### src/rtl/moore_patdet_pkg.sv
// Shared defaults and helpers for the multi-pattern Moore sequence detector.
package moore_patdet_pkg;

  localparam int unsigned PAT_LEN_DEF = 32'd4;
  localparam int unsigned NUM_PAT_DEF = 32'd2;
  localparam int unsigned CNT_W_DEF   = 32'd8;

  // Bits needed for a fill counter that counts 0..pat_len inclusive.
  function automatic int unsigned fill_width(input int unsigned pat_len);
    return $clog2(pat_len + 32'd1);
  endfunction

endpackage

### src/rtl/patdet_slot.sv
// One pattern slot: shadow pattern/mask/overlap, saturating fill counter,
// masked compare against the next history value and the registered match.
module patdet_slot
  import moore_patdet_pkg::*;
#(
  parameter int unsigned PAT_LEN = PAT_LEN_DEF
) (
  input  logic               clk,
  input  logic               reset,
  input  logic               cfg_load_i,
  input  logic               din_valid_i,
  input  logic [PAT_LEN-1:0] hist_n_i,
  input  logic [PAT_LEN-1:0] cfg_pattern_i,
  input  logic [PAT_LEN-1:0] cfg_mask_i,
  input  logic               cfg_overlap_i,
  output logic               hit_o,
  output logic               match_o
);

  localparam int unsigned      FW       = fill_width(PAT_LEN);
  localparam logic [FW-1:0]    FILL_MAX = FW'(PAT_LEN);

  logic [PAT_LEN-1:0] pat_q;
  logic [PAT_LEN-1:0] mask_q;
  logic               ovl_q;
  logic [FW-1:0]      fill_q;
  logic [FW-1:0]      fill_d;
  logic [FW-1:0]      fill_inc_s;
  logic               hit_s;
  logic               match_q;

  // Fill count after accepting this bit, compare result and next fill value.
  always_comb begin
    fill_inc_s = fill_q;
    hit_s      = 1'b0;
    fill_d     = fill_q;
    if (fill_q == FILL_MAX) begin
      fill_inc_s = fill_q;
    end else begin
      fill_inc_s = fill_q + FW'(1);
    end
    if (cfg_load_i) begin
      fill_d = {FW{1'b0}};
    end else if (din_valid_i) begin
      // A full window is required so the zero-filled history never matches.
      hit_s = (fill_inc_s == FILL_MAX) &&
              (((hist_n_i ^ pat_q) & mask_q) == {PAT_LEN{1'b0}});
      if (hit_s && !ovl_q) begin
        fill_d = {FW{1'b0}};
      end else begin
        fill_d = fill_inc_s;
      end
    end else begin
      fill_d = fill_q;
    end
  end

  // Slot state: config shadows on load, fill counter, registered match strobe.
  always_ff @(posedge clk or posedge reset) begin
    if (reset) begin
      pat_q   <= {PAT_LEN{1'b0}};
      mask_q  <= {PAT_LEN{1'b0}};
      ovl_q   <= 1'b0;
      fill_q  <= {FW{1'b0}};
      match_q <= 1'b0;
    end else begin
      if (cfg_load_i) begin
        pat_q  <= cfg_pattern_i;
        mask_q <= cfg_mask_i;
        ovl_q  <= cfg_overlap_i;
      end
      fill_q  <= fill_d;
      match_q <= hit_s;
    end
  end

  assign hit_o   = hit_s;
  assign match_o = match_q;

endmodule

### src/rtl/moore_multi_pattern_detector.sv
// Multi-pattern Moore serial sequence detector: shared bit history, one
// patdet_slot per pattern, saturating hit counter.
// Optional interrupt output enabled by defining PATDET_IRQ_EN.
module moore_multi_pattern_detector
  import moore_patdet_pkg::*;
#(
  parameter int unsigned PAT_LEN = PAT_LEN_DEF,
  parameter int unsigned NUM_PAT = NUM_PAT_DEF,
  parameter int unsigned CNT_W   = CNT_W_DEF
) (
  input  logic                       clk,
  input  logic                       reset,
  input  logic                       din,
  input  logic                       din_valid,
  input  logic                       cfg_load,
  input  logic [NUM_PAT*PAT_LEN-1:0] cfg_pattern,
  input  logic [NUM_PAT*PAT_LEN-1:0] cfg_mask,
  input  logic [NUM_PAT-1:0]         cfg_overlap,
  input  logic                       count_clr,
  output logic [NUM_PAT-1:0]         match,
`ifdef PATDET_IRQ_EN
  output logic                       irq,
  input  logic                       irq_ack,
`endif
  output logic [CNT_W-1:0]           hit_count
);

  // Only the PAT_LEN-1 most recent bits need storing; the incoming bit
  // completes the window.
  logic [PAT_LEN-2:0] hist_q;
  logic [PAT_LEN-2:0] hist_d;
  logic [PAT_LEN-1:0] hist_n_s;
  logic [NUM_PAT-1:0] hit_s;
  logic               any_hit_s;
  logic [CNT_W-1:0]   hit_count_q;
  logic [CNT_W-1:0]   hit_count_d;

  assign hist_n_s  = {hist_q, din};
  assign any_hit_s = |hit_s;

  // Next history: cleared on load, shifted on valid bits, otherwise held.
  always_comb begin
    hist_d = hist_q;
    if (cfg_load) begin
      hist_d = {(PAT_LEN-1){1'b0}};
    end else if (din_valid) begin
      hist_d = hist_n_s[PAT_LEN-2:0];
    end else begin
      hist_d = hist_q;
    end
  end

  // Next hit count: clear wins, otherwise one step per hitting edge, no wrap.
  always_comb begin
    hit_count_d = hit_count_q;
    if (count_clr) begin
      hit_count_d = {CNT_W{1'b0}};
    end else if (any_hit_s && (hit_count_q != {CNT_W{1'b1}})) begin
      hit_count_d = hit_count_q + CNT_W'(1);
    end else begin
      hit_count_d = hit_count_q;
    end
  end

  // Shared history and hit counter registers.
  always_ff @(posedge clk or posedge reset) begin
    if (reset) begin
      hist_q      <= {(PAT_LEN-1){1'b0}};
      hit_count_q <= {CNT_W{1'b0}};
    end else begin
      hist_q      <= hist_d;
      hit_count_q <= hit_count_d;
    end
  end

  assign hit_count = hit_count_q;

  for (genvar k = 0; k < NUM_PAT; k++) begin : g_slot
    patdet_slot #(
      .PAT_LEN(PAT_LEN)
    ) u_slot (
      .clk          (clk),
      .reset        (reset),
      .cfg_load_i   (cfg_load),
      .din_valid_i  (din_valid),
      .hist_n_i     (hist_n_s),
      .cfg_pattern_i(cfg_pattern[k*PAT_LEN +: PAT_LEN]),
      .cfg_mask_i   (cfg_mask[k*PAT_LEN +: PAT_LEN]),
      .cfg_overlap_i(cfg_overlap[k]),
      .hit_o        (hit_s[k]),
      .match_o      (match[k])
    );
  end

`ifdef PATDET_IRQ_EN
  logic irq_q;

  // Sticky interrupt: a new hit outranks an acknowledge in the same cycle.
  always_ff @(posedge clk or posedge reset) begin
    if (reset) begin
      irq_q <= 1'b0;
    end else if (any_hit_s) begin
      irq_q <= 1'b1;
    end else if (irq_ack) begin
      irq_q <= 1'b0;
    end else begin
      irq_q <= irq_q;
    end
  end

  assign irq = irq_q;
`endif

endmodule

### config.mk
export PLATFORM = sky130hd
export DESIGN_NAME = moore_multi_pattern_detector
export DESIGN_NICKNAME = d
export VERILOG_FILES = /design/src/rtl/moore_patdet_pkg.sv /design/src/rtl/patdet_slot.sv /design/src/rtl/moore_multi_pattern_detector.sv
export SDC_FILE = /design/constraint.sdc
export NUM_CORES = 1
export LEC_CHECK = 0
export BUFFER_PORTS_ARGS = -buffer_cell sky130_fd_sc_hd__buf_2
export CELL_PAD_IN_SITES_DETAIL_PLACEMENT = 0
export CELL_PAD_IN_SITES_GLOBAL_PLACEMENT = 2
export CORE_ASPECT_RATIO = 1.4
export CORE_MARGIN = 2
export CORE_UTILIZATION = 32
export DETAILED_ROUTE_END_ITERATION = 10
export PLACE_DENSITY = 0.82
export SYNTH_ARGS = -nofsm -noshare
export SYNTH_HDL_FRONTEND = slang
export SYNTH_HIERARCHICAL = 1
export SYNTH_SLANG_ARGS = --single-unit
export TNS_END_PERCENT = 100
### constraint.sdc
create_clock -name clk -period 2.05 [get_ports clk]
set_input_delay 0.1025 -clock clk [delete_from_list [all_inputs] [get_ports clk]]
set_output_delay 0.1025 -clock clk [all_outputs]
set_load 0.01 [all_outputs]
# Word level (Yosys, flattened, before mapping)

Cells that the tools add are included.

$add $sub $neg: 3
Bitwise logic cells: 4
Reductions and logical operators: 12
Equal/unequal tests: 5
Multiplexer cells: 16

Operators by type and width:

| cell                  | count |
|---|---|
| $mux W3               | 10 |
| $mux W8               | 2 |
| $eq A3 B3 Y1 const B  | 4 |
| $add A8 B1 Y8 const B | 1 |
| $and A4 B4 Y4         | 2 |
| $logic_not A4 Y1      | 2 |
| $ne A8 B8 Y1 const B  | 1 |
| $xor A4 B4 Y4         | 2 |
| $add A3 B1 Y3 const B | 2 |
| $logic_and A1 B1 Y1   | 5 |
| $mux W1               | 4 |
| $reduce_bool A2 Y1    | 2 |
| $logic_not A1 Y1      | 2 |
| $reduce_or A2 Y1      | 1 |

Output and inout port bits: 10
Input port bits: 24
Word-level logic and storage cells: 52
Bits in registers: 37

# Longest topological paths before layout

Gate-level depths: netlist of run 1.

Depth after elaboration: 10
Depth in mapped cells: 9

# Modules after synthesis

The synthesis of run 1 kept the hierarchy.

Modules (own cells, without submodules):

| module                       | cells each | instances | area each (um^2) |
|---|---|---|---|
| patdet_slot                  | 51         | 2         | 623.1 |
| moore_multi_pattern_detector | 58         | 1         | 634.4 |

# Worst setup path before layout of run 1

OpenSTA, ideal clock, no wires.

Kind: register to register
Start point: register g_slot[1].u_slot.fill_q[0]
End point: register hit_count_q[3], in the netlist hit_count[3]
Arrival: 1905 ps
Setup time: 125 ps
Slack: 20 ps
Buffers on the path: 0
Period minus slack after synthesis: 2030 ps
Required time: 1925 ps
Cell stages (with the launch flop): 9
Path through: dfrtp_1 -> inv_1 -> ha_1 -> a21oi_1 -> nand4_1 -> and3b_1 -> o2111ai_1 -> a21oi_2 -> mux2_4

Longest elaborated chain between the ends: 9

Ends and longest elaborated chain:

| what                                                 | RTL line                             | RTL |
|---|---|---|
| start: declaration                                   | patdet_slot.sv:26                    | `logic [FW-1:0] fill_q;` |
| start signal: assignment                             | patdet_slot.sv:64                    | `fill_q <= {FW{1'b0}};` |
| start signal: assignment                             | patdet_slot.sv:72                    | `fill_q <= fill_d;` |
| $add A3 B1 Y3 / $eq A3 B3 Y1 (equally long branches) | patdet_slot.sv:40, patdet_slot.sv:37 |  |
| $mux W3 (*)                                          | patdet_slot.sv:37                    | `if (fill_q == FILL_MAX) begin` |
| $eq A3 B3 Y1 (*)                                     | patdet_slot.sv:46                    | `hit_s = (fill_inc_s == FILL_MAX) &&` |
| $logic_and A1 B1 Y1 (*)                              | patdet_slot.sv:46                    |  |
| $mux W1 (*)                                          | patdet_slot.sv:44                    | `end else if (din_valid_i) begin` |
| $mux W1 (*)                                          | patdet_slot.sv:42                    | `if (cfg_load_i) begin` |
| net hit_s[1]                                         | moore_multi_pattern_detector.sv:33   | `logic [NUM_PAT-1:0] hit_s;` |
| $reduce_or A2 Y1 (*)                                 | moore_multi_pattern_detector.sv:39   | `assign any_hit_s = \|hit_s;` |
| $logic_and A1 B1 Y1 (*)                              | moore_multi_pattern_detector.sv:58   | `end else if (any_hit_s && (hit_count_q != {CNT_W{1'b1}})) begin` |
| $reduce_bool A2 Y1 (no line) (*)                     | n/a                                  |  |
| end signal: assignment                               | moore_multi_pattern_detector.sv:69   | `hit_count_q <= {CNT_W{1'b0}};` |
| end signal: assignment                               | moore_multi_pattern_detector.sv:72   | `hit_count_q <= hit_count_d;` |
| end: declaration                                     | moore_multi_pattern_detector.sv:35   | `logic [CNT_W-1:0] hit_count_q;` |

The timed path passes the listed nets; every way through them passes the cells marked *.
A chain may end at the register's enable or synchronous reset.

# Final worst setup path of run 1

Start point: register g_slot[0].u_slot.fill_q[0]
End point: register hit_count_q[3], in the netlist hit_count[3]

Longest elaborated chain between the ends: 9

Ends and longest elaborated chain:

| what                                                 | RTL line |
|---|---|
| start: declaration                                   | patdet_slot.sv:26 |
| start signal: assignment                             | patdet_slot.sv:64 |
| start signal: assignment                             | patdet_slot.sv:72 |
| $add A3 B1 Y3 / $eq A3 B3 Y1 (equally long branches) | patdet_slot.sv:40, patdet_slot.sv:37 |
| $mux W3 (*)                                          | patdet_slot.sv:37 |
| $eq A3 B3 Y1 (*)                                     | patdet_slot.sv:46 |
| $logic_and A1 B1 Y1 (*)                              | patdet_slot.sv:46 |
| $mux W1 (*)                                          | patdet_slot.sv:44 |
| $mux W1 (*)                                          | patdet_slot.sv:42 |
| net hit_s[0]                                         | moore_multi_pattern_detector.sv:33 |
| $reduce_or A2 Y1 (*)                                 | moore_multi_pattern_detector.sv:39 |
| $logic_and A1 B1 Y1 (*)                              | moore_multi_pattern_detector.sv:58 |
| $reduce_bool A2 Y1 (no line) (*)                     | n/a |

Marks and branches as above.

==> results of run 1 <==
report_power, final:
| group | switching [uW] | leakage, uW | internal, uW | total, uW |
|---|---|---|---|---|
| Clock | 264 | 0.0000681 | 483 | 747 |
| Combinational | 115 | 0.000654 | 133 | 248 |
| Sequential | 36.8 | 0.000472 | 778 | 815 |
area by class of cell:
cell class | count | area (sq um)
clock inverter | 3 | 65.1
fill | 581 | 3290
inverter | 7 | 26.3
sequential | 37 | 926
tap | 70 | 87.6
clock buffer | 5 | 68.8
multi-input combinational | 111 | 1010
timing repair buffer | 50 | 303
per-layer routing:
| layer | share of wire [%] | track usage (%) | vias to the layer above |
|---|---|---|---|
| met4 | 2.7 | 5.39 | 0 |
| met2 | 51 | 22.2 | 43 |
| met3 | 5.3 | 3.58 | 11 |
| li1 | - | - | 673 |
| met1 | 41 | 17.1 | 679 |
| met5 | 0 | 0 | - |
cells by family after synthesis:
logic type	after synthesis	share of synthesized area, %
adder cells (fa/ha/maj)	5	3.33
AO/OA/AOI/OAI	28	11.6
flip-flops	37	49.2
AND/OR/NAND/NOR	40	10.8
buffers and inverters	12	3.86
XOR/XNOR	12	5.59
multiplexers	26	15.6
registers in the layout (all words and copies together) (netlist names):
signal                 count
g_slot.u_slot/mask_q       8
g_slot.u_slot/pat_q        8
hit_count                  8
g_slot.u_slot/fill_q       6
hist_q                     3
g_slot.u_slot/match_o      2
g_slot.u_slot/ovl_q        2
final timing paths:
check | startpoint | depth (start not counted) | slack [ns] | endpoint
min | cfg_mask[4] | 2 | 0.03 | g_slot[1].u_slot/mask_q[0]$_DFFE_PP0P_
max reg2reg | g_slot[0].u_slot/fill_q[0]$_DFFE_PP0P_ | 9 | 0.03 | hit_count[3]$_DFFE_PP0P_
max in group asynchronous | reset | 3 | 1.28 | g_slot[0].u_slot/pat_q[0]$_DFFE_PP0P_
min reg2reg | g_slot[1].u_slot/mask_q[1]$_DFFE_PP0P_ | 1 | 0.50 | g_slot[1].u_slot/mask_q[1]$_DFFE_PP0P_
max | g_slot[0].u_slot/fill_q[0]$_DFFE_PP0P_ | 9 | 0.03 | hit_count[3]$_DFFE_PP0P_
min in group asynchronous | reset | 3 | 0.39 | hit_count[1]$_DFFE_PP0P_
placed cells by master, fill, tap and decap left out, types with 3 or more instances in the layout:
cell and count:
a211oi_1 5, a21oi_1 4, a21oi_2 4, buf_2 33, buf_4 14, clkbuf_8 5, dfrtp_1 37, inv_1 4
inv_2 3, mux2_1 18, mux2i_1 6, nand2_1 7, nand4_1 3, nor2_1 11, nor3_1 3, xor2_1 8
per-stage QoR:
step	instances	hold WS, ns	utilization (%)	power (uW)
after detailed placement	270	0.155	37.7	1030
after global placement	270	0.171	37.7	1030
final	283	0.0260	43.1	1810
after global routing	283	0.0164	43.1	1900
after CTS	280	0.0152	40.8	1800
after floorplan	160	-0.0451	-	945
what timing repair did:
| action | 4_1_cts | 5_1_grt |
|---|---|---|
| setup buffers | 1 | 3 |
| gates resized for setup | 6 | 24 |
| endpoints found under the hold margin | 37 | 0 |
| hold buffers | 1 | 0 |
| setup endpoints to repair | 5 | 6 |
| gates cloned | 0 | 0 |
| pin swaps | 1 | 16 |
==> metrics.md, run 1 <==
| Metric | Value |
|---|---|
| Status | `finished, final reports clean` |
| Die Wd | `68.8 microns` |
| Fin Setup TNS | `0 ns` |
| Global placement routability congestion | `0.819` |
| Die height | `94.7 microns` |
| Area contributors post-synth | `dfrtp_1 (49%), mux2_1 (11%), xor2_1 (3.7%), ha_1 (3.3%), mux2i_1 (3.2%)` |
| Synth unique cells | `37` |
| Placed Area | `0.00218 sq mm` |
| Max Cap Viol | `0` |
| Max Freq | `496 MHz` |
| Layout cells sized above 1 | `40.4%` |
| CTS root buf | `clkbuf_8` |
| DR WL/cell | `14.8 microns` |
| Antenna-violating nets left | `0` |
| CTS Buf Count | `5` |
| Clock Path Buffers | `2` |
| PwrDens | `727 mW/mm^2` |
| Initial antenna violation count | `0` |
| Gr usage total | `13.7%` |
| Global-route wire length before repair | `6.61 mm` |
| Commonest cells in the netlist | `dfrtp_1 (37), mux2_1 (18), nor2_1 (13)` |
| # DRC | `0` |
| Top cell type's share of synthesized area | `49.2%` |
| Slew Limit Headroom | `64.3%` |
| Final Cycle Share | `98.3%` |
| Vias in the first global route | `1353` |
| Vias/cell | `4.97` |
| DRT iter0 DRCs | `36` |
| Core area | `0.00578 sq mm` |
| Top cell type by total area after synthesis | `dfrtp_1` |
| Synth warn | `6` |
| Lkg Pwr | `0.00119 uW` |
| Main synth FF type | `dfrtp_1` |
| Worst Setup End Kind | `flip-flop` |
| Slew Limit Fails | `0` |
| Die Footprint | `0.00651 sq mm` |
| FP Rows | `33` |
| Post-Synthesis Cells | `160` |
| Dpl ws | `-0.0841 ns` |
| Final instance area | `0.00249 sq mm` |
| Critical path startpoint category | `flip-flop` |
| Initial Util | `32.5%` |
| Critical path's slowest cell | `dfrtp_1` |
| DR pass1 iterations | `4` |
| Largest net degree at the start of global routing | `14` |
| Net Count, Synth | `189` |
| CP Cell Sequence | `inv_2 -> ha_4 -> nand2_4 -> xnor2_2 -> nand4_1 -> and3b_2 -> o2111ai_4 -> a21oi_2 -> mux2_4` |
| Worst Hold Class | `primary input to flip-flop` |
| Crit path arrival time | `2.19 ns` |
| Fin nets | `241` |
| Final setup margin | `0.0339 ns` |
| WP buf/inv | `1` |
| Seq cells post-synth | `37` |
| Setup CP Type | `flip-flop to flip-flop` |
| Crit path max-delay family | `simple AND/OR/NAND/NOR gates` |
| Vias | `1406` |
| CTS tree | `done` |
| N_diodes | `0` |
| Final hold viol count | `0` |
| Clock latency on the worst-skew pair | `0.29 ns` |
| # setup viols final | `0` |
| VDD IR-drop max | `326 uV` |
| Port Buffer Count | `33` |
| Largest driver fanout on the critical path | `3` |
| # H-tree levels | `2` |
| Most frequent cell after synthesis | `dfrtp_1` |
| Area growth, synth to finish | `32.3%` |
| Io pins | `34` |
| Tmin final | `2.02 ns` |
| Avg Inst Size Synth | `11.8 sq um` |
| Post-synth EDFFs | `0` |
| Async set-reset flop share out of synthesis | `100%` |
| Grt ovf | `0` |
| CP peak stage delay | `0.40 ns` |
| Unrepaired setup endpoints after global routing | `true` |
| Clock Sinks | `37` |
| Dpl hpwl | `3.02 mm` |
| Post-Route WL | `4.18 mm` |
| Worst Path Required | `2.23 ns` |
| Clock transition at the registers of the reported paths | `0.07 ns` |
| Worst Skew | `0.00161 ns` |
| Post-synthesis cell area | `0.00188 sq mm` |
| Worst-Margin Slew | `0.535 ns` |
| Sequential area share after synthesis | `49.2%` |
Note: power is estimated with default switching activity, not from simulation.
==> run 2, diff against run 1 <==
- CORE_MARGIN: 2 -> 1.5
- CORE_UTILIZATION: 32 -> 36
- PLACE_DENSITY: 0.82 -> 0.86
- clock period: 2.05 -> 2.2 ns (I/O delays scaled with it)
==> run 2 against run 1 <==
  * Hold slack gained 0.0049 ns
  * Sequential share of layout area grew 3.3 points
  * Core utilization grew 3.1 points
  * Count of clock-buffer cells in the layout grew 2
  * Total power shrank 19%
  * Fmax shrank 4.0%
  * Final cell count shrank 5.7%
  * Via count shrank 0.92%
  * Wire length shrank 3.6%
  * Setup slack gained 0.066 ns
  * Global-route usage grew 2.1 points
  * Largest power group unchanged
==> metrics.md, run 2 (same netlist as run 1, synthesis figures left out) <==
| Metric | Value |
|---|---|
| Status | `finished, final reports clean` |
| Fin nets | `231 (-4.1%)` |
| Max Cap Viol | `0 (unchanged)` |
| Largest net degree at the start of global routing | `18 (+4)` |
| Met3 WL | `163 microns (-27%)` |
| Initial antenna violation count | `0 (unchanged)` |
| Number of fill cells in the layout | `464 (-20%)` |
| Clock Sinks | `37 (unchanged)` |
| Largest driver fanout on the critical path | `5 (+2)` |
| Critical R2R Launch | `hist_q[1]$_DFFE_PP0P_` |
| Clock transition at the registers of the reported paths | `0.08 ns (about the same)` |
| Antenna-violating nets left | `0 (unchanged)` |
| Reg2Reg Setup Slack | `0.10 ns (+0.07 ns)` |
| Clock Path Buffers | `2 (unchanged)` |
| Dpl hpwl | `2.94 mm (-2.7%)` |
| Global-route wire length before repair | `6.66 mm (+0.73%)` |
| Vias/cell | `5.22 (+5.0%)` |
| # setup viols final | `0 (unchanged)` |
| Max Freq | `476 MHz (-4.0%)` |
| Final instance area | `0.00228 sq mm (-8.2%)` |
| N_diodes | `0 (unchanged)` |
| Top metal layer carrying routed signals | `met4` |
| Worst Path Required | `2.38 ns (+0.15 ns)` |
| Initial Util | `38.0% (+5.4 points)` |
| Die Footprint | `0.00567 sq mm (-13%)` |
| Worst Hold Class | `primary input to flip-flop` |
| Clock latency on the worst-skew pair | `0.29 ns (about the same)` |
| DRT iter0 DRCs | `31 (-14%)` |
| Gr usage total | `15.7% (+2.1 points)` |
| Slew Limit Fails | `0 (unchanged)` |
| Crit path arrival time | `2.28 ns (+0.09 ns)` |
| Hold Path End | `g_slot[1].u_slot/pat_q[1]$_DFFE_PP0P_` |
| CTS tree | `done` |
| Global placement routability congestion | `0.805 (-1.6%)` |
| Vias | `1393 (-0.92%)` |
| R2R Path End | `hit_count[3]$_DFFE_PP0P_` |
| CTS Buf Count | `5 (unchanged)` |
| VDD IR-drop max | `365 uV (+12%)` |
| Port Buffer Count | `33 (unchanged)` |
| DR WL/cell | `15.1 microns (+2.2%)` |
| Final Cycle Share | `95.4% (-2.9 points)` |
| Die Wd | `64.1 microns (-6.8%)` |
| Vias in the first global route | `1422 (+5.1%)` |
| DR pass1 iterations | `4 (unchanged)` |
| Setup CP Type | `flip-flop to flip-flop` |
| FP Rows | `30 (-9.1%)` |
| Grt ovf | `0 (unchanged)` |
| Io pins | `34 (unchanged)` |
| CTS root buf | `clkbuf_8` |
| Layout cells sized above 1 | `29.1% (-11 points)` |
| Critical path startpoint category | `flip-flop` |
| Worst Hold Launch | `cfg_pattern[5]` |
| Worst-Margin Slew | `0.520 ns (-0.0151 ns)` |
| Fin Setup TNS | `0 ns (unchanged)` |
| Placed Area | `0.00210 sq mm (-3.4%)` |
| Final hold viol count | `0 (unchanged)` |
| # H-tree levels | `2 (unchanged)` |
| Met1 wire length | `1.64 mm (-4.3%)` |
| Core area | `0.00495 sq mm (-14%)` |
| Most frequent cells in the layout | `dfrtp_1 (37), buf_2 (33), mux2_1 (18), nor2_1 (13), nand2_1 (9)` |
| Slew Limit Headroom | `65.3% (+1.0 points)` |
| Die height | `88.5 microns (-6.5%)` |
| Post-Route WL | `4.03 mm (-3.6%)` |
| Lkg Pwr | `0.00110 uW (-7.8%)` |
| Wire length on met2 | `2.13 mm (+0.19%)` |
| Worst Skew | `0.00808 ns (+0.00646 ns)` |
| PwrDens | `640 mW/mm^2 (-12%)` |
| Area growth, synth to finish | `21.5%` |
| Worst Setup End Kind | `flip-flop` |
| # DRC | `0 (unchanged)` |
| Worst Hold Depth | `2 (unchanged)` |
| Commonest non-fill, non-tap cell in the layout | `dfrtp_1` |
| Tmin final | `2.10 ns (+0.0837 ns)` |
| R2R cell count | `7 (-2)` |
## run 2: critical path: stages (launching register included)
cell	delay, ns
dfrtp_1	0.46
xor2_1	0.17
a22oi_1	0.22
nand4_1	0.15
and3b_2	0.37
o2111ai_4	0.15
a21oi_2	0.16
mux2_4	0.30
## run 2: stage by stage
stage	total power [uW]	hold slack (ns)	utilization, %	worst slack (ns)	std cells
after global routing	1550	0.0188	46.1	-0.00289	267
after floorplan	881	-0.0376	-	0.170	160
after global placement	932	0.156	42.4	0.0231	255
after CTS	1470	0.0252	44.7	0.0348	264
after detailed placement	942	0.161	42.4	0.000749	255
final	1460	0.0309	46.1	0.100	267
## run 2: worst max path at each step
stage | slack, ns | cells past startpoint | startpoint | endpoint
2_1_floorplan | 0.17 | 8 | g_slot[1].u_slot/fill_q[0]$_DFFE_PP0P_ | hit_count[3]$_DFFE_PP0P_
3_3_place_gp | 0.02 | 9 | g_slot[1].u_slot/fill_q[0]$_DFFE_PP0P_ | hit_count[3]$_DFFE_PP0P_
3_5_place_dp | 0.0007 | 8 | g_slot[1].u_slot/fill_q[0]$_DFFE_PP0P_ | hit_count[3]$_DFFE_PP0P_
4_1_cts | 0.03 | 8 | g_slot[1].u_slot/fill_q[0]$_DFFE_PP0P_ | hit_count[3]$_DFFE_PP0P_
5_1_grt | -0.003 | 9 | g_slot[1].u_slot/fill_q[1]$_DFFE_PP0P_ | hit_count[3]$_DFFE_PP0P_
6_report | 0.10 | 7 | hist_q[1]$_DFFE_PP0P_ | hit_count[3]$_DFFE_PP0P_
## run 2: area by class of cell
type                    count  area, sq um  share of cell area (%)
well taps                  64         80.1                    3.50
clock inverters             1         5.00                   0.219
flip-flops and latches     37          926                    40.5
multi-input cells         111          927                    40.6
repair buffers             40          224                    9.80
clock buffers               7         96.3                    4.22
inverters                   7         26.3                    1.15
## run 2: metal layers
| layer | track usage, % | vias to the layer above |
|---|---|---|
| met2 | 28.3 | 30 |
| met4 | 8.10 | 0 |
| li1 | - | 654 |
| met3 | 4.71 | 8 |
| met5 | 0 | - |
| met1 | 16.6 | 701 |
## run 2: power by group
part | switching [uW] | leakage, uW | internal (uW)
sequential | 31.6 | 0.000472 | 725
combinational | 93.0 | 0.000574 | 92.7
clock | 237 | 0.0000542 | 283
total | 361 | 0.00110 | 1100
## run 2: what timing repair did
item,4_1_cts,5_1_grt
pin swaps,0,11
endpoints found under the hold margin,37,0
hold buffers,1,0
gates resized for setup,1,9
setup endpoints to repair,2,5
buffers inserted,0,3
==> run 3, diff against run 2 <==
- BUFFER_PORTS_ARGS: -buffer_cell sky130_fd_sc_hd__buf_2 -> -buffer_cell sky130_fd_sc_hd__buf_4
==> run 3 against run 2 <==
  * Total power down 1.6%
  * Fmax is 0.22% higher
  * Sequential power about the same
  * Critical path type unchanged
  * Largest cell class is now registers
  * Wire length increased by 1.0%
  * Global-route usage decreased by 0.28 points
==> metrics.md, run 3 (same netlist as run 1, synthesis figures left out) <==
| Metric | Value |
|---|---|
| Most used cell, CP | `a21oi_1` |
| CP peak stage delay | `0.39 ns (-0.07 ns)` |
| DR WL/cell | `15.1 microns (about the same)` |
| Clock transition at the registers of the reported paths | `0.07 ns (about the same)` |
| Global placement routability congestion | `0.769 (-4.5%)` |
| Tmin final | `2.10 ns (-0.00469 ns)` |
| Fin nets | `235 (+1.7%)` |
| Post-Route WL | `4.08 mm (+1.0%)` |
| Global-route wire length before repair | `6.62 mm (-0.62%)` |
| Gr usage total | `15.5% (-0.28 points)` |
| Clock latency on the worst-skew pair | `0.28 ns (about the same)` |
| Worst Hold Class | `primary input to flip-flop` |
| Final Cycle Share | `95.2% (-0.21 points)` |
| Max Cap Viol | `0 (unchanged)` |
| Dpl ws | `-0.00200 ns (-0.00275 ns)` |
| Final hold viol count | `0 (unchanged)` |
| Initial antenna violation count | `0 (unchanged)` |
| Critical path's slowest cell | `dfrtp_1` |
| Worst Skew | `0.000888 ns (-0.00719 ns)` |
| DR pass1 iterations | `4 (unchanged)` |
| Hold Path End | `g_slot[0].u_slot/pat_q[0]$_DFFE_PP0P_` |
| Vias | `1369 (-1.7%)` |
| CTS root buf | `clkbuf_8` |
| CTS Buf Count | `5 (unchanged)` |
| Initial Util | `38.0% (unchanged)` |
| Crit path arrival time | `2.29 ns (about the same)` |
| # setup viols final | `0 (unchanged)` |
| Critical R2R Launch | `g_slot[0].u_slot/fill_q[0]$_DFFE_PP0P_` |
| Slew Limit Fails | `0 (unchanged)` |
| FP Rows | `30 (unchanged)` |
| N_diodes | `0 (unchanged)` |
| Die Wd | `64.1 microns (unchanged)` |
| # DRC | `0 (unchanged)` |
| Critical path startpoint category | `flip-flop` |
| CTS tree | `done` |
| DRT iter0 DRCs | `33 (+6.5%)` |
| Vias in the first global route | `1374 (-3.4%)` |
| Vias/cell | `5.07 (-2.8%)` |
| Worst Setup End Kind | `flip-flop` |
| Worst Hold Depth | `2 (unchanged)` |
| Largest net degree at the start of global routing | `16 (-2)` |
| R2R cell count | `9 (+2)` |
| Max Freq | `477 MHz (+0.22%)` |
| Antenna-violating nets left | `0 (unchanged)` |
| Layout cells sized above 1 | `30.6% (+1.5 points)` |
| Die height | `88.5 microns (unchanged)` |
| Dpl hpwl | `3.05 mm (+3.9%)` |
| Reg2Reg Setup Slack | `0.10 ns (about the same)` |
| R2R Path End | `hit_count[4]$_DFFE_PP0P_` |
| CP Cell Sequence | `inv_2 -> ha_1 -> a21oi_1 -> nand4_1 -> and3b_2 -> buf_4 -> o211a_1 -> a21oi_1 -> a311oi_1` |
| Die Footprint | `0.00567 sq mm (unchanged)` |
| Final setup margin | `0.105 ns (+0.00469 ns)` |
| Worst-Margin Slew | `0.521 ns (+0.00110 ns)` |
| Core area | `0.00495 sq mm (unchanged)` |
| PwrDens | `605 mW/mm^2 (-5.4%)` |
| Setup CP Type | `flip-flop to flip-flop` |
| Largest driver fanout on the critical path | `5 (unchanged)` |
| Final Util | `48.0% (+1.8 points)` |
| # H-tree levels | `2 (unchanged)` |
| Commonest non-fill, non-tap cell in the layout | `buf_4` |
| Clock Path Buffers | `2 (unchanged)` |
| Worst Hold Launch | `cfg_pattern[0]` |
| Post-layout total power | `1440 uW (-1.6%)` |
| Status | `finished, final reports clean` |
| Clock Sinks | `37 (unchanged)` |
| Worst Path Required | `2.39 ns (about the same)` |
| Lkg Pwr | `0.00112 uW (+2.0%)` |
| Io pins | `34 (unchanged)` |
| Grt ovf | `0 (unchanged)` |
| Port Buffer Count | `33 (unchanged)` |
| Slew Limit Headroom | `65.2% (-0.073 points)` |
| Most frequent cells in the layout | `buf_4 (42), dfrtp_1 (37), mux2_1 (18), nor2_1 (13), nand2_1 (9)` |
| VDD IR-drop max | `294 uV (-19%)` |
| Area growth, synth to finish | `26.3%` |
## run 3: cell type report
cell class,count,area [sq um]
clock buffers,7,86.3
fillers,462,2580
multi-input cells,111,921
inverters,7,26.3
repair buffers,44,337
flip-flops and latches,37,926
well taps,64,80.1
## run 3: layer usage
| layer | wire [microns] | vias to the layer above | global-route usage (%) |
|---|---|---|---|
| li1 | - | 666 | - |
| met1 | 1700 | 659 | 18.6 |
| met2 | 2120 | 35 | 25.9 |
| met3 | 163 | 9 | 3.69 |
| met4 | 95 | 0 | 7.71 |
| met5 | 0 | - | 0 |
## run 3: where the power goes
group	switching (uW)	total (uW)	leakage [uW]	internal [uW]
clock	230	479	0.0000443	249
combinational	90.9	200	0.000606	109
sequential	33.8	759	0.000472	725
## run 3: through the flow
| stage | setup TNS [ns] | instance area, sq um | hold WS [ns] | instances |
|---|---|---|---|---|
| 3_5_place_dp | -0.00200 | 2190 | 0.171 | 256 |
| 6_report | 0 | 2380 | 0.0361 | 270 |
| 4_1_cts | 0 | 2290 | 0.0313 | 264 |
| 3_3_place_gp | 0 | 2190 | 0.165 | 256 |
| 2_1_floorplan | 0 | 1880 | -0.0376 | 160 |
| 5_1_grt | -0.0232 | 2380 | 0.0236 | 270 |
## run 3: critical path, delay by kind of cell (launching register included)
kind	cells	cell delay [ns]
fa+ha+maj	1	0.30
compound gates	4	0.64
buf+inv	2	0.20
flops	1	0.39
simple gates	2	0.46
## run 3: worst max-delay path by stage
stage	from	cells after the start	endpoint
floorplan	g_slot[1].u_slot/fill_q[0]$_DFFE_PP0P_	8	hit_count[3]$_DFFE_PP0P_
global placement	g_slot[1].u_slot/fill_q[0]$_DFFE_PP0P_	9	hit_count[3]$_DFFE_PP0P_
detailed placement	g_slot[1].u_slot/fill_q[0]$_DFFE_PP0P_	8	hit_count[3]$_DFFE_PP0P_
CTS	g_slot[1].u_slot/fill_q[0]$_DFFE_PP0P_	9	hit_count[5]$_DFFE_PP0P_
global route	g_slot[1].u_slot/fill_q[0]$_DFFE_PP0P_	10	hit_count[6]$_DFFE_PP0P_
finish	g_slot[0].u_slot/fill_q[0]$_DFFE_PP0P_	9	hit_count[4]$_DFFE_PP0P_
## run 3: timing repair
| action | CTS | global route |
|---|---|---|
| endpoints found under the hold margin | 37 | 0 |
| setup buffers | 0 | 6 |
| pin swaps | 0 | 8 |
| cloned | 0 | 0 |
| endpoints found under the setup margin | 2 | 6 |
| hold buffers | 1 | 0 |
| gates resized for setup | 2 | 9 |
